**src/rtl/ddr_arbiter_if.sv**
```systemverilog
// Requester and controller signal bundle for the DDR arbiter.
// master is the arbiter's view; slave is the requester/controller side.
interface ddr_arbiter_if #(
  parameter int unsigned ADDR_WIDTH = 24
) ();
  logic                  initDone;
  logic                  dispReq;
  logic [ADDR_WIDTH-1:0] dispAddr;
  logic                  dispAck;
  logic [31:0]           dispData;
  logic                  drawReq;
  logic [ADDR_WIDTH-1:0] drawAddr;
  logic [31:0]           drawData;
  logic                  drawAck;
  logic                  ctrlReady;
  logic                  ctrlStart;
  logic [1:0]            ctrlOp;
  logic [ADDR_WIDTH-1:0] ctrlAddr;
  logic [31:0]           ctrlWriteData;
  logic                  ctrlDone;
  logic [31:0]           ctrlReadData;
  logic                  refreshOverrun;

  modport master (
    input  initDone, dispReq, dispAddr, drawReq, drawAddr, drawData,
           ctrlReady, ctrlDone, ctrlReadData,
    output dispAck, dispData, drawAck, ctrlStart, ctrlOp, ctrlAddr,
           ctrlWriteData, refreshOverrun
  );

  modport slave (
    output initDone, dispReq, dispAddr, drawReq, drawAddr, drawData,
           ctrlReady, ctrlDone, ctrlReadData,
    input  dispAck, dispData, drawAck, ctrlStart, ctrlOp, ctrlAddr,
           ctrlWriteData, refreshOverrun
  );
endinterface

```
**src/rtl/ddr_arbiter.sv**
```systemverilog
// Shares one DDR controller port between display reads, draw writes and periodic refresh,
// issuing one operation at a time through a start/done handshake.
module ddr_arbiter #(
  parameter int unsigned ADDR_WIDTH          = 24,
  parameter int unsigned REFRESH_INTERVAL    = 1037,
  parameter int unsigned MAX_PENDING_REFRESH = 8,
  parameter int unsigned FAIRNESS_LIMIT      = 4
) (
  input logic           clk133_p,
  input logic           rst,
  ddr_arbiter_if.master bus
);
  localparam int unsigned TW = $clog2(REFRESH_INTERVAL + 1);
  localparam int unsigned CW = $clog2(MAX_PENDING_REFRESH + 1);
  localparam int unsigned FW = $clog2(FAIRNESS_LIMIT + 1);

  localparam logic [1:0] OP_NONE    = 2'b00;
  localparam logic [1:0] OP_READ    = 2'b01;
  localparam logic [1:0] OP_WRITE   = 2'b10;
  localparam logic [1:0] OP_REFRESH = 2'b11;

  typedef enum logic [1:0] {StIdle, StIssue, StWait} state_e;

  state_e                r_state, w_state_d;
  logic [TW-1:0]         r_timer;
  logic [CW-1:0]         r_credits;
  logic [FW-1:0]         r_fair, w_fair_d;
  logic [1:0]            r_op, w_op_d;
  logic [ADDR_WIDTH-1:0] r_addr, w_addr_d;
  logic [31:0]           r_wdata, w_wdata_d;
  logic                  r_disp_ack, w_disp_ack_d;
  logic                  r_draw_ack, w_draw_ack_d;
  logic [31:0]           r_disp_data;
  logic                  r_overrun;
  logic                  w_load_rdata;
  logic                  w_credit_add, w_credit_use;

  assign w_credit_add = bus.initDone && (r_timer == '0);
  assign w_credit_use = (r_state == StIssue) && (r_op == OP_REFRESH);

  always_comb begin
    w_state_d    = r_state;
    w_op_d       = r_op;
    w_addr_d     = r_addr;
    w_wdata_d    = r_wdata;
    w_fair_d     = r_fair;
    w_disp_ack_d = 1'b0;
    w_draw_ack_d = 1'b0;
    w_load_rdata = 1'b0;
    unique case (r_state)
      StIdle: begin
        if (bus.ctrlReady && bus.initDone) begin
          if (r_credits != '0) begin
            w_op_d    = OP_REFRESH;
            w_addr_d  = '0;
            w_wdata_d = '0;
            w_state_d = StIssue;
          end else if (bus.drawReq && (r_fair == FW'(FAIRNESS_LIMIT))) begin
            w_op_d    = OP_WRITE;
            w_addr_d  = bus.drawAddr;
            w_wdata_d = bus.drawData;
            w_fair_d  = '0;
            w_state_d = StIssue;
          end else if (bus.dispReq) begin
            w_op_d    = OP_READ;
            w_addr_d  = bus.dispAddr;
            w_wdata_d = '0;
            // Count display wins only while draw is actually waiting.
            if (!bus.drawReq) begin
              w_fair_d = '0;
            end else if (r_fair != FW'(FAIRNESS_LIMIT)) begin
              w_fair_d = r_fair + FW'(1);
            end
            w_state_d = StIssue;
          end else if (bus.drawReq) begin
            w_op_d    = OP_WRITE;
            w_addr_d  = bus.drawAddr;
            w_wdata_d = bus.drawData;
            w_fair_d  = '0;
            w_state_d = StIssue;
          end
        end
      end
      StIssue: w_state_d = StWait;
      StWait: begin
        if (bus.ctrlDone) begin
          w_disp_ack_d = (r_op == OP_READ);
          w_draw_ack_d = (r_op == OP_WRITE);
          w_load_rdata = (r_op == OP_READ);
          w_op_d       = OP_NONE;
          w_state_d    = StIdle;
        end
      end
      default: w_state_d = StIdle;
    endcase
  end

  always_ff @(posedge clk133_p) begin
    if (rst) begin
      r_state     <= StIdle;
      r_timer     <= TW'(REFRESH_INTERVAL - 1);
      r_credits   <= '0;
      r_fair      <= '0;
      r_op        <= OP_NONE;
      r_addr      <= '0;
      r_wdata     <= '0;
      r_disp_ack  <= 1'b0;
      r_draw_ack  <= 1'b0;
      r_disp_data <= '0;
      r_overrun   <= 1'b0;
    end else begin
      r_state    <= w_state_d;
      r_fair     <= w_fair_d;
      r_op       <= w_op_d;
      r_addr     <= w_addr_d;
      r_wdata    <= w_wdata_d;
      r_disp_ack <= w_disp_ack_d;
      r_draw_ack <= w_draw_ack_d;
      if (w_load_rdata) begin
        r_disp_data <= bus.ctrlReadData;
      end
      if (bus.initDone) begin
        r_timer <= (r_timer == '0) ? TW'(REFRESH_INTERVAL - 1) : r_timer - TW'(1);
      end
      // Simultaneous add and consume cancel out.
      if (w_credit_add && !w_credit_use) begin
        if (r_credits == CW'(MAX_PENDING_REFRESH)) begin
          r_overrun <= 1'b1;
        end else begin
          r_credits <= r_credits + CW'(1);
        end
      end else if (w_credit_use && !w_credit_add) begin
        r_credits <= r_credits - CW'(1);
      end
    end
  end

  assign bus.ctrlStart      = (r_state == StIssue);
  assign bus.ctrlOp         = r_op;
  assign bus.ctrlAddr       = r_addr;
  assign bus.ctrlWriteData  = r_wdata;
  assign bus.dispAck        = r_disp_ack;
  assign bus.dispData       = r_disp_data;
  assign bus.drawAck        = r_draw_ack;
  assign bus.refreshOverrun = r_overrun;
endmodule

```
**src/flat_wrapper.sv**
```systemverilog
// flat-port wrapper written by rule: the top's interface ports become plain ports
module ddr_arbiter_flat 
#(
  parameter int unsigned ADDR_WIDTH          = 24,
  parameter int unsigned REFRESH_INTERVAL    = 1037,
  parameter int unsigned MAX_PENDING_REFRESH = 8,
  parameter int unsigned FAIRNESS_LIMIT      = 4
)
  (clk133_p, rst, bus_initDone, bus_dispReq, bus_dispAddr, bus_drawReq, bus_drawAddr, bus_drawData, bus_ctrlReady, bus_ctrlDone, bus_ctrlReadData, bus_dispAck, bus_dispData, bus_drawAck, bus_ctrlStart, bus_ctrlOp, bus_ctrlAddr, bus_ctrlWriteData, bus_refreshOverrun);
  ddr_arbiter_if #(.ADDR_WIDTH(ADDR_WIDTH)) bus_i ();
  input logic clk133_p;
  input logic rst;
  input wire logic [$bits(bus_i.initDone)-1:0] bus_initDone;
  input wire logic [$bits(bus_i.dispReq)-1:0] bus_dispReq;
  input wire logic [$bits(bus_i.dispAddr)-1:0] bus_dispAddr;
  input wire logic [$bits(bus_i.drawReq)-1:0] bus_drawReq;
  input wire logic [$bits(bus_i.drawAddr)-1:0] bus_drawAddr;
  input wire logic [$bits(bus_i.drawData)-1:0] bus_drawData;
  input wire logic [$bits(bus_i.ctrlReady)-1:0] bus_ctrlReady;
  input wire logic [$bits(bus_i.ctrlDone)-1:0] bus_ctrlDone;
  input wire logic [$bits(bus_i.ctrlReadData)-1:0] bus_ctrlReadData;
  output wire logic [$bits(bus_i.dispAck)-1:0] bus_dispAck;
  output wire logic [$bits(bus_i.dispData)-1:0] bus_dispData;
  output wire logic [$bits(bus_i.drawAck)-1:0] bus_drawAck;
  output wire logic [$bits(bus_i.ctrlStart)-1:0] bus_ctrlStart;
  output wire logic [$bits(bus_i.ctrlOp)-1:0] bus_ctrlOp;
  output wire logic [$bits(bus_i.ctrlAddr)-1:0] bus_ctrlAddr;
  output wire logic [$bits(bus_i.ctrlWriteData)-1:0] bus_ctrlWriteData;
  output wire logic [$bits(bus_i.refreshOverrun)-1:0] bus_refreshOverrun;
  assign bus_i.initDone = bus_initDone;
  assign bus_i.dispReq = bus_dispReq;
  assign bus_i.dispAddr = bus_dispAddr;
  assign bus_i.drawReq = bus_drawReq;
  assign bus_i.drawAddr = bus_drawAddr;
  assign bus_i.drawData = bus_drawData;
  assign bus_i.ctrlReady = bus_ctrlReady;
  assign bus_i.ctrlDone = bus_ctrlDone;
  assign bus_i.ctrlReadData = bus_ctrlReadData;
  assign bus_dispAck = bus_i.dispAck;
  assign bus_dispData = bus_i.dispData;
  assign bus_drawAck = bus_i.drawAck;
  assign bus_ctrlStart = bus_i.ctrlStart;
  assign bus_ctrlOp = bus_i.ctrlOp;
  assign bus_ctrlAddr = bus_i.ctrlAddr;
  assign bus_ctrlWriteData = bus_i.ctrlWriteData;
  assign bus_refreshOverrun = bus_i.refreshOverrun;
  ddr_arbiter #(.ADDR_WIDTH(ADDR_WIDTH), .REFRESH_INTERVAL(REFRESH_INTERVAL), .MAX_PENDING_REFRESH(MAX_PENDING_REFRESH), .FAIRNESS_LIMIT(FAIRNESS_LIMIT)) u_core (.clk133_p(clk133_p), .rst(rst), .bus(bus_i));
endmodule
```
**config.mk**
```make
export PLATFORM = sky130hd
export DESIGN_NAME = ddr_arbiter_flat
export DESIGN_NICKNAME = d
export VERILOG_FILES = /design/src/rtl/ddr_arbiter_if.sv /design/src/rtl/ddr_arbiter.sv /design/src/flat_wrapper.sv
export SDC_FILE = /design/constraint.sdc
export NUM_CORES = 1
export LEC_CHECK = 0
export BUFFER_PORTS_ARGS = -buffer_cell sky130_fd_sc_hd__clkbuf_2
export CELL_PAD_IN_SITES_DETAIL_PLACEMENT = 1
export CELL_PAD_IN_SITES_GLOBAL_PLACEMENT = 1
export CORE_ASPECT_RATIO = 1.75
export CORE_MARGIN = 5
export CORE_UTILIZATION = 30
export CTS_BUF_LIST = sky130_fd_sc_hd__clkbuf_8
export DETAILED_ROUTE_END_ITERATION = 16
export PLACE_DENSITY = 0.72
export RECOVER_POWER = 100
export SETUP_SLACK_MARGIN = 0.1
export SLEW_MARGIN = 40
export SYNTH_ARGS = -nofsm -noshare
export SYNTH_HDL_FRONTEND = slang
export SYNTH_SLANG_ARGS = --single-unit
```
**constraint.sdc**
```tcl
create_clock -name clk133_p -period 3.5 [get_ports clk133_p]
set_clock_uncertainty 0.1 [all_clocks]
set_input_delay 0.35 -clock clk133_p [delete_from_list [all_inputs] [get_ports clk133_p]]
set_output_delay 0.35 -clock clk133_p [all_outputs]
set_load 0.1 [all_outputs]
```
==> impl_metrics.toml, run 1 <==
[cells_and_area]
multi_input_area_um2 = 1980
nets = 845
drive_gt1_share_pct = 22.4
final_cell_count_no_fill = 915
nFillCells = 1892
synthToLayoutAreaGrowth_pct = 30.5
register_area_um2 = 2260
diodes = 0

[synth]
yosysUniqueCellTypes = 48
syn_nets = 646
yosysSeqAreaShare_pct = 50.2
synthCells = 520
syn_avg_cell_area_um2 = 8.67
netlist_area_um2 = 4510
synth-seq-cells = 113
synth_warnings = 0

[clock_network]
cts_made_buffers = 17
tritoncts = "built"
cts_setup_buffers = 0
cts.path.max_buffers = 2
clockRootBuffer = "clkbuf_8"
htreeDepth = 4
path_clk_slew_ps = 70
clk_latency_ps = 420
cts_hold_buf = 0
clock_sinks = 113
cts_resized = 0

[sta]
finalHoldViolations = 0
setup_viol_count_final = 0
rsz0062_at_grt = "false"
tightestPinTransition_ps = 1280
fmax_mhz = 344
drv_slew = 0
final.min_clock_period_ps = 2910
min_period_over_period_pct = 83.1
slew_headroom_pct = 13.8
setup_tns_ps = 0

[worst_setup_path]
critPathMaxFanout = 5
crit_family = "simple AND/OR/NAND/NOR gates"
r2r_setup_slack_ps = 590
path_buf_inv = 0
critical-path-max-stage-delay_ps = 610
startpoint_type = "flip-flop"
r2r-start = "u_core.r_timer[4]"
timing.rr.end = "u_core.r_credits[3]"
worst_ep_arrival_time_ps = 3110
required_ps = 3700
path_cells = "nor4_1 -> nand4_1 -> ha_1 -> a21o_1 -> a21oi_1 -> nor3_1 -> a21oi_1 -> mux2_2"
crit_cells = 8
reg2reg_depth = 8
cp_slowest_cell = "nor4_1"
endpoint_kind = "flip-flop"
path_common_cell = "a21oi_1"
critPathKind = "reg2reg"

[pwr]
vdd_ir_drop_max_mv = 0.312
p_leak_nw = 2.32
power_density_nw_per_um2 = 521

[floorplan]
rows = 59
die_h_um = 172
start_util_pct = 30.4
die_area_um2 = 17700
core_area_um2 = 14800
dieWidth_um = 103
ios = 213

[hold_path]
hold_depth = 3
hold_end = "u_core.bus.dispData[2]"
min-delay-start = "bus_ctrlReadData[2]"
min_path_type = "in2reg"

[placed_design]
placedCellCount = 883
port_buffers = 212
hpwlAfterDp_mm = 11.5
routabilityCongestion = 0.734

[global_route]
grt_overflow_total = 0
track_usage_pct = 17.3
grt_pass1_vias = 4909
grt_max_degree = 81
grt_antenna_before_repair = 0
grt_pass1_wl_mm = 24.0

[job]
drv_cap = 0

[routing]
drtPass1Iterations = 4
vias = 4444
ant_nets = 0
drt_iter0_markers = 95
drc_errors = 0
avgViaCountPerCell = 4.86
drt-wirelength-per-cell_um = 16.6
routed_wl_mm = 15.2

[status]
status = "complete, no violations"
-- cell usage in the layout, fill, tap and decap left out, drive strengths merged, types with 4 or more instances in the layout --
| cell | netlist | routed |
|---|---|---|
| nand2 | 121 | 121 |
| nor2 | 83 | 83 |
| nand3 | 5 | 5 |
| clkbuf | 22 | 232 |
| a22oi | 33 | 33 |
| a21oi | 35 | 35 |
| dfxtp | 113 | 113 |
| clkinvlp | 0 | 4 |
| clkinv | 0 | 6 |
| nor4 | 4 | 4 |
| a311oi | 26 | 26 |
| buf | 16 | 5 |
| ha | 6 | 6 |
| xnor2 | 7 | 7 |
| xor2 | 4 | 4 |
| nor3b | 5 | 5 |
| inv | 6 | 7 |
-- metrics by stage --
step / instance area, um^2 / power (W) / util [%] / setup slack [ps] / hold WS, ps
finish: 5880 / 0.00307 / 39.7 / 592 / 50.3
detailed placement: 5640 / 0.00189 / 38.0 / 764 / 350
global route: 5880 / 0.00322 / 39.7 / 339 / 25.1
floorplan: 4510 / 0.00175 / - / 566 / 345
global placement: 5640 / 0.00187 / 38.0 / 854 / 342
CTS: 6040 / 0.00313 / 40.7 / 752 / 14.5
-- per-layer routing --
layer  wire length, um  vias up  GRT usage, %
met5                 0        -             0
met4               321        0          6.23
met3              1380       20          6.18
met2              8080      166          32.4
met1              5450     2087          17.0
li1                  -     2171             -
-- synth_stat cells, drive strengths merged --
cell,instances,area (um^2)
dfxtp,113,2260
o22ai,1,12.5
a31oi,1,6.26
a211oi,2,15.0
nor4b,2,17.5
fa,1,20.0
nor3b,5,42.5
and4,2,17.5
nor4,4,55.1
nand4b,1,8.76
ha,6,75.1
nor3,2,10.0
nand2,121,454
nor2,83,312
a22oi,33,248
o21ai,1,5.00
or3b,1,8.76
nand4,1,6.26
a21oi,35,175
and4bb,1,12.5
and2b,1,7.51
a311oi,26,253
a21o,1,7.51
xnor2,7,61.3
mux2i,2,20.0
or2,2,12.5
nand2b,1,6.26
inv,6,22.5
clkbuf,22,83.8
and4b,1,10.0
xor2,4,35.0
buf,16,126
and2,3,21.3
nand3b,1,7.51
nor2b,3,18.8
o41ai,1,8.76
mux2,1,11.3
and3,1,6.26
nand3,5,25.0
-- flip-flops by register name, indices dropped and copies added, names as in the netlist, 2 cells and up --
register                  flops
u_core.r_fair                 3
u_core.bus.ctrlOp             2
u_core.r_state                2
u_core.r_timer               11
u_core.bus.ctrlAddr          24
u_core.bus.ctrlWriteData     32
u_core.r_credits              4
u_core.bus.dispData          32
-- cells by family (layout without fill, tap and decap cells) --
| logic type | Yosys count | count (layout) | share of synthesized area [%] |
|---|---|---|---|
| muxes | 3 | 3 | 0.694 |
| buffers and inverters | 44 | 256 | 5.16 |
| adders and majority gates | 7 | 7 | 2.11 |
| DFF | 113 | 113 | 50.2 |
| xor gates and xnor gates | 11 | 11 | 2.14 |
| AOI/OAI and AO/OA | 101 | 101 | 16.2 |
| and+or+nand+nor | 241 | 241 | 23.5 |
-- layout make-up --
cell class	count	share of cell area, %
clock buffer	19	4.44
sequential	113	38.4
inverter	6	0.383
tap	183	3.89
clock inverter	13	2.36
multi-input combinational	363	33.7
timing repair buffer	218	16.8
-- worst reg2reg max path: cells and delay by family (launching register included) --
family | cells | cell delay, ps
muxes | 1 | 340
AOI/OAI and AO/OA | 3 | 500
DFF | 1 | 360
and+or+nand+nor | 3 | 1100
adders and majority gates | 1 | 400
-- worst max-delay path by stage --
stage	startpoint	end
5_1_grt	u_core.r_credits[0]	u_core.bus.ctrlOp[1]
3_3_place_gp	u_core.r_timer[0]	u_core.r_credits[3]
6_report	u_core.r_timer[4]	u_core.r_credits[3]
2_1_floorplan	u_core.bus.ctrlOp[1]	u_core.r_credits[3]
4_1_cts	u_core.r_timer[0]	u_core.r_credits[3]
3_5_place_dp	u_core.r_timer[0]	u_core.r_credits[3]
-- report_power, final --
group / switching, W / leakage (nW) / internal (W) / total, W
combinational: 0.000379 / 1.21 / 0.000112 / 0.000492
clock: 0.000555 / 0.195 / 0.000669 / 0.00122
sequential: 0.0000252 / 0.917 / 0.00133 / 0.00135
total: 0.000960 / 2.32 / 0.00211 / 0.00307
No activity file was read; power rests on OpenSTA's default activity.
==> run 2: changes to the inputs <==
- ABC_AREA: unset -> 1
- clock period: 3.5 -> 2.98 ns (I/O delays scaled with it)
==> run 2 against run 1 <==
First-iteration DRC count is 86% higher. Utilization is 2.4 points higher. Critical path depth is 1 higher. Routed wire length is 6.0% higher. Maximum frequency is 18% higher. Critical endpoint is now u_core.bus.ctrlAddr[5]. Highest routed layer unchanged.
==> impl_metrics.toml, run 2 <==
[floorplan]
die_h_um = 174
core_area_um2 = 15200
rows = 60
start_util_pct = 30.2
dieWidth_um = 104
ios = 213
die_area_um2 = 18000

[routing]
vias = 4893
drc_errors = 0
drt-wirelength-per-cell_um = 15.9
drtPass1Iterations = 4
drt_iter0_markers = 177
avgViaCountPerCell = 4.83
ant_nets = 0
routed_wl_mm = 16.1

[placed_design]
hpwlAfterDp_mm = 11.6
port_buffers = 212
routabilityCongestion = 0.797

[synth]
synth-seq-cells = 113
synth_edf_count = 0
synth_fa_ha_area_share_pct = 2.07
synth-compound-area-share_pct = 18.3
synth_top_family_by_area = "simple AND/OR/NAND/NOR gates"
yosysTopAreaCell = "dfxtp_1"
ys_top_cells_by_count = "dfxtp_1, nor2_1, nand2_1"
syn_nets = 698
synth_xor_area_share_pct = 0.952
synthMuxAreaShare_pct = 0
async_flop_share_pct = 0
synth_top_cells_by_area = "dfxtp_1, nor2_1, a21oi_1"
synthFlopType = "dfxtp_1"
yosysUniqueCellTypes = 30
yosysTopAreaCellShare_pct = 49.2
netlist_area_um2 = 4600
synth_warnings = 0
yosysMostFrequentCell = "dfxtp_1"
syn_avg_cell_area_um2 = 8.04
synthSimpleGateAreaFrac_pct = 22.1
synthCells = 572
yosysSeqAreaShare_pct = 49.2

[clock_network]
clockRootBuffer = "clkbuf_8"
cts_hold_buf = 40
clk_latency_ps = 420
clock_sinks = 113
cts_resized = 0
htreeDepth = 4
cts_setup_buffers = 0
path_clk_slew_ps = 80
cts.path.max_buffers = 2
cts_made_buffers = 17
tritoncts = "built"

[cells_and_area]
multi_input_area_um2 = 1930
nFillCells = 1972
nets = 941
final_core_util_pct = 42.0
mostFrequentLayoutCell = "clkbuf_2"
diodes = 0
drive_gt1_share_pct = 20.2
register_area_um2 = 2260
layout_common_cells = "clkbuf_2, dfxtp_1, nor2_1, clkbuf_1, nand2_1"
synthToLayoutAreaGrowth_pct = 39.2

[sta]
rsz0062_at_grt = "false"
tightestPinTransition_ps = 1250
slew_headroom_pct = 17.0
final.min_clock_period_ps = 2460
fmax_mhz = 406
drv_slew = 0
setup_viol_count_final = 0
setup_tns_ps = 0
finalHoldViolations = 0
min_period_over_period_pct = 82.7

[worst_setup_path]
startpoint_type = "flip-flop"
critPathKind = "reg2reg"
critical-path-max-stage-delay_ps = 510
required_ps = 3140
path_cells = "nor2_1 -> nand2_2 -> nor2_1 -> nand2_2 -> nand2_1 -> inv_1 -> clkbuf_2 -> o21ai_0 -> a21oi_1"
endpoint_kind = "flip-flop"
critPathMaxFanout = 46
crit_family = "simple AND/OR/NAND/NOR gates"
cp_slowest_cell = "clkbuf_2"
path_buf_inv = 2
worst_ep_arrival_time_ps = 2620

[pwr]
p_clk_share_pct = 43.2
power_switching_w = 0.00115
power_density_nw_per_um2 = 598
p_sw_share_pct = 30.0
p_comb_share_pct = 15.6
pwr-share-seq_pct = 41.2
p_leak_nw = 2.79
p_int_w = 0.00268
vdd_ir_drop_max_mv = 0.298

[hold_path]
min_path_type = "in2reg"

[status]
status = "complete, no violations"

[global_route]
grt_pass1_wl_mm = 26.4
grt_max_degree = 58
grt_pass1_vias = 5360
grt_antenna_before_repair = 0
track_usage_pct = 17.8
grt_overflow_total = 0

[job]
drv_cap = 0
## run 2: cell count changes in the layout (fill, tap and decap cells not counted), moves of 6 or more
cell | previous run | this run
nand2_1 | 121 | 67
inv_6 | 0 | 6
a311oi_1 | 22 | 0
a22oi_1 | 33 | 24
inv_1 | 7 | 28
dlygate4sd3_1 | 0 | 40
xnor2_1 | 7 | 0
nor2_1 | 83 | 95
o21ai_0 | 1 | 64
a21oi_1 | 35 | 64
nand3_1 | 5 | 44
## run 2: final cells by class
type                       count  area share, %
clock inverter                13           3.07
tap                          186           3.63
sequential                   113           35.3
clock buffer                  19           4.08
inverter                      34           1.99
multi-input combinational    389           30.1
timing repair buffer         260           21.8
## run 2: power groups by stage
| stage | clock [W] | sequential (W) | combinational, W |
|---|---|---|---|
| floorplan | 0 | 0.00187 | 0.000159 |
| global placement | 0 | 0.00161 | 0.000565 |
| detailed placement | 0 | 0.00161 | 0.000576 |
| CTS | 0.00171 | 0.00158 | 0.000619 |
| global route | 0.00178 | 0.00158 | 0.000637 |
| finish | 0.00166 | 0.00158 | 0.000598 |
## run 2: through the flow
step / worst slack [ps] / std cells / instance area [um^2] / total power (W) / hold slack, ps
floorplan: 396 / 572 / 4600 / 0.00203 / 294
global placement: 852 / 942 / 5740 / 0.00217 / 350
detailed placement: 713 / 942 / 5740 / 0.00219 / 359
CTS: 691 / 1014 / 6600 / 0.00391 / 0.494
global route: 219 / 1014 / 6400 / 0.00400 / 5.93
finish: 515 / 1014 / 6400 / 0.00383 / 23.4
## run 2: kinds of logic after synthesis
family | after synthesis
DFF | 113
AOI/OAI and AO/OA | 155
and+or+nand+nor | 222
adders and majority gates | 7
xor gates and xnor gates | 5
buffers and inverters | 70
## run 2: path summary, 6_finish.rpt
path                                                   to  slack [ps]  cells after the start                      start
worst max-delay path               u_core.bus.ctrlAddr[5]         520                      9        u_core.r_credits[0]
worst min-delay path              u_core.bus.dispData[26]          20                      3       bus_ctrlReadData[26]
worst max register to register     u_core.bus.ctrlAddr[5]         520                      9        u_core.r_credits[0]
worst min register to register  u_core.bus.refreshOverrun         370                      1  u_core.bus.refreshOverrun
## run 2: layer usage
layer | routed length [um] | part of all wire, % | GRT usage, %
met5 | 0 | 0 | 0
met4 | 448 | 2.8 | 7.88
met3 | 813 | 5.0 | 5.22
met2 | 9070 | 56 | 33.6
met1 | 5800 | 36 | 17.5
## run 2: worst reg2reg max path: stages (launching register included)
cell and delay, ps:
dfxtp_1 360, nor2_1 200, nand2_2 100, nor2_1 330, nand2_2 70, nand2_1 100
inv_1 60, clkbuf_2 510, o21ai_0 400, a21oi_1 70
==> run 3: changes to the inputs <==
- clock period: 2.98 -> 2.3 ns (I/O delays scaled with it)
==> run 3 against run 2 <==
Critical path depth increased by 1. Via count increased by 10%. Global-route usage is 2.8 points higher. Sequential share of layout area is 3.8 points lower. Non-clock buffer count increased by 72. Count of clock-buffer cells in the layout down 1. Critical endpoint is now u_core.r_credits[2]. Largest cell class unchanged.
==> impl_metrics.toml, run 3 (synthesized netlist as in run 2, its figures left out) <==
[routing]
drt_iter0_markers = 180
drc_errors = 0
drt-wirelength-per-cell_um = 17.4
routed_wl_mm = 19.0
vias = 5402
drtPass1Iterations = 6
ant_nets = 0
avgViaCountPerCell = 4.96

[cells_and_area]
synthToLayoutAreaGrowth_pct = 55.8
mostFrequentLayoutCell = "clkbuf_2"
layout_common_cells = "clkbuf_2, dfxtp_1, dlygate4sd3_1"
drive_gt1_share_pct = 21.4
nets = 1013

[sta]
final.min_clock_period_ps = 2040
hold_slack_ps = 17.6
setup_slack_ps = 258
setup_tns_ps = 0
setup_viol_count_final = 0
slew_headroom_pct = 18.3
rsz0062_at_grt = "false"
finalHoldViolations = 0
tightestPinTransition_ps = 1230
drv_slew = 0
fmax_mhz = 490
min_period_over_period_pct = 88.8

[worst_setup_path]
worst_ep_arrival_time_ps = 2300
endpoint_kind = "flip-flop"
r2r-start = "u_core.r_timer[0]"
critPathKind = "reg2reg"
reg2reg_depth = 10
startpoint_type = "flip-flop"
critPathMaxFanout = 4
required_ps = 2560
r2r_setup_slack_ps = 260
timing.rr.end = "u_core.r_credits[2]"

[hold_path]
min_path_type = "in2reg"
hold_end = "u_core.bus.ctrlAddr[1]"
min-delay-start = "bus_drawAddr[1]"
hold_depth = 3

[global_route]
track_usage_pct = 20.6
grt_antenna_before_repair = 4
grt_max_degree = 61
grt_overflow_total = 0
grt_pass1_wl_mm = 30.1
grt_pass1_vias = 5975

[pwr]
p_comb_share_pct = 19.1
p_leak_nw = 3.07
power_density_nw_per_um2 = 663
power_switching_w = 0.00156
pwr-share-seq_pct = 43.0
p_sw_share_pct = 32.9
p_clk_share_pct = 37.9
vdd_ir_drop_max_mv = 0.313
p_int_w = 0.00319

[clock_network]
cts.path.max_buffers = 2
cts_made_buffers = 17
clk_latency_ps = 430
path_clk_slew_ps = 80
htreeDepth = 4
clock_sinks = 113
clockRootBuffer = "clkbuf_8"
tritoncts = "built"

[placed_design]
hpwlAfterDp_mm = 11.7
port_buffers = 212
routabilityCongestion = 0.815
pre_cts_slack_ps = 56.3

[floorplan]
ios = 213
dieWidth_um = 104
start_util_pct = 30.2
rows = 60
die_h_um = 174
core_area_um2 = 15200
die_area_um2 = 18000

[status]
status = "complete, no violations"

[job]
drv_cap = 0
==> run 3: changes by cell type in the layout (fill, tap and decap cells not counted), moves of 4 or more <==
cell and change:
buf_4 +4, clkbuf_1 -4, clkbuf_2 +4, clkinvlp_4 +4, diode_2 +4, dlygate4sd3_1 +66, nand3_1 -10, nand3_2 +9
o21ai_0 -24, o21ai_1 +24
==> run 3: area by class of cell <==
cell class                      instances  area, um^2
Fill cell                            1917        8080
Sequential cell                       113        2260
Timing Repair Buffer                  332        2130
Multi-Input combinational cell        389        2020
Clock buffer                           18         248
Tap cell                              186         233
Clock inverter                         14         133
Inverter                               34         128
Antenna cell                            4        10.0
==> run 3: how the worst max path moves through the flow <==
| stage | startpoint | endpoint | slack [ps] | cells after the start |
|---|---|---|---|---|
| final | u_core.r_timer[0] | u_core.r_credits[2] | 260 | 10 |
| after global routing | u_core.r_timer[0] | u_core.r_credits[3] | 60 | 14 |
| after CTS | u_core.r_timer[0] | u_core.r_credits[3] | 120 | 15 |
| after detailed placement | u_core.r_timer[0] | u_core.r_credits[3] | 60 | 15 |
| after global placement | u_core.r_timer[0] | u_core.r_credits[3] | 190 | 14 |
| after floorplan | u_core.bus.ctrlOp[1] | u_core.r_credits[3] | 120 | 11 |
==> run 3: per-stage QoR <==
stage          power, W  utilization [%]  instances  instance area (um^2)
3_3_place_gp    0.00282             37.9        943                  5780
4_1_cts         0.00481             47.5       1081                  7240
6_report        0.00475             47.0       1090                  7160
5_1_grt         0.00496             47.0       1090                  7160
3_5_place_dp    0.00284             37.9        943                  5780
2_1_floorplan   0.00263                -        572                  4600
==> run 3: worst max-delay path, cell delays in order, from the launching register on <==
cell	delay, ps
dfxtp_1	330
inv_2	80
ha_1	150
nand2_1	80
nor2_4	150
nand3_4	130
clkbuf_1	160
fa_1	430
xor2_1	150
nand2_1	70
a21oi_1	150
==> run 3: per-layer routing <==
layer / up-vias / global-route usage (%) / part of all wire (%)
li1: 2550 / - / -
met1: 2570 / 19.3 / 33
met2: 201 / 38.3 / 56
met3: 81 / 5.81 / 5.4
met4: 0 / 13.2 / 5.6
met5: - / 0 / 0
==> run 3: timing repair <==
action	4_1_cts	5_1_grt
gates resized for setup	2	6
hold buffers	106	0
pin swaps	0	5
setup buffers	0	5
endpoints found under the setup margin	1	1
endpoints found under the hold margin	89	0
==> run 3: power by group through the flow <==
stage	registers [W]	logic [W]	clock network, W
after floorplan	0.00242	0.000206	0
after global placement	0.00209	0.000738	0
after detailed placement	0.00209	0.000753	0
after CTS	0.00204	0.000899	0.00186
after global routing	0.00205	0.000957	0.00195
final	0.00204	0.000907	0.00180
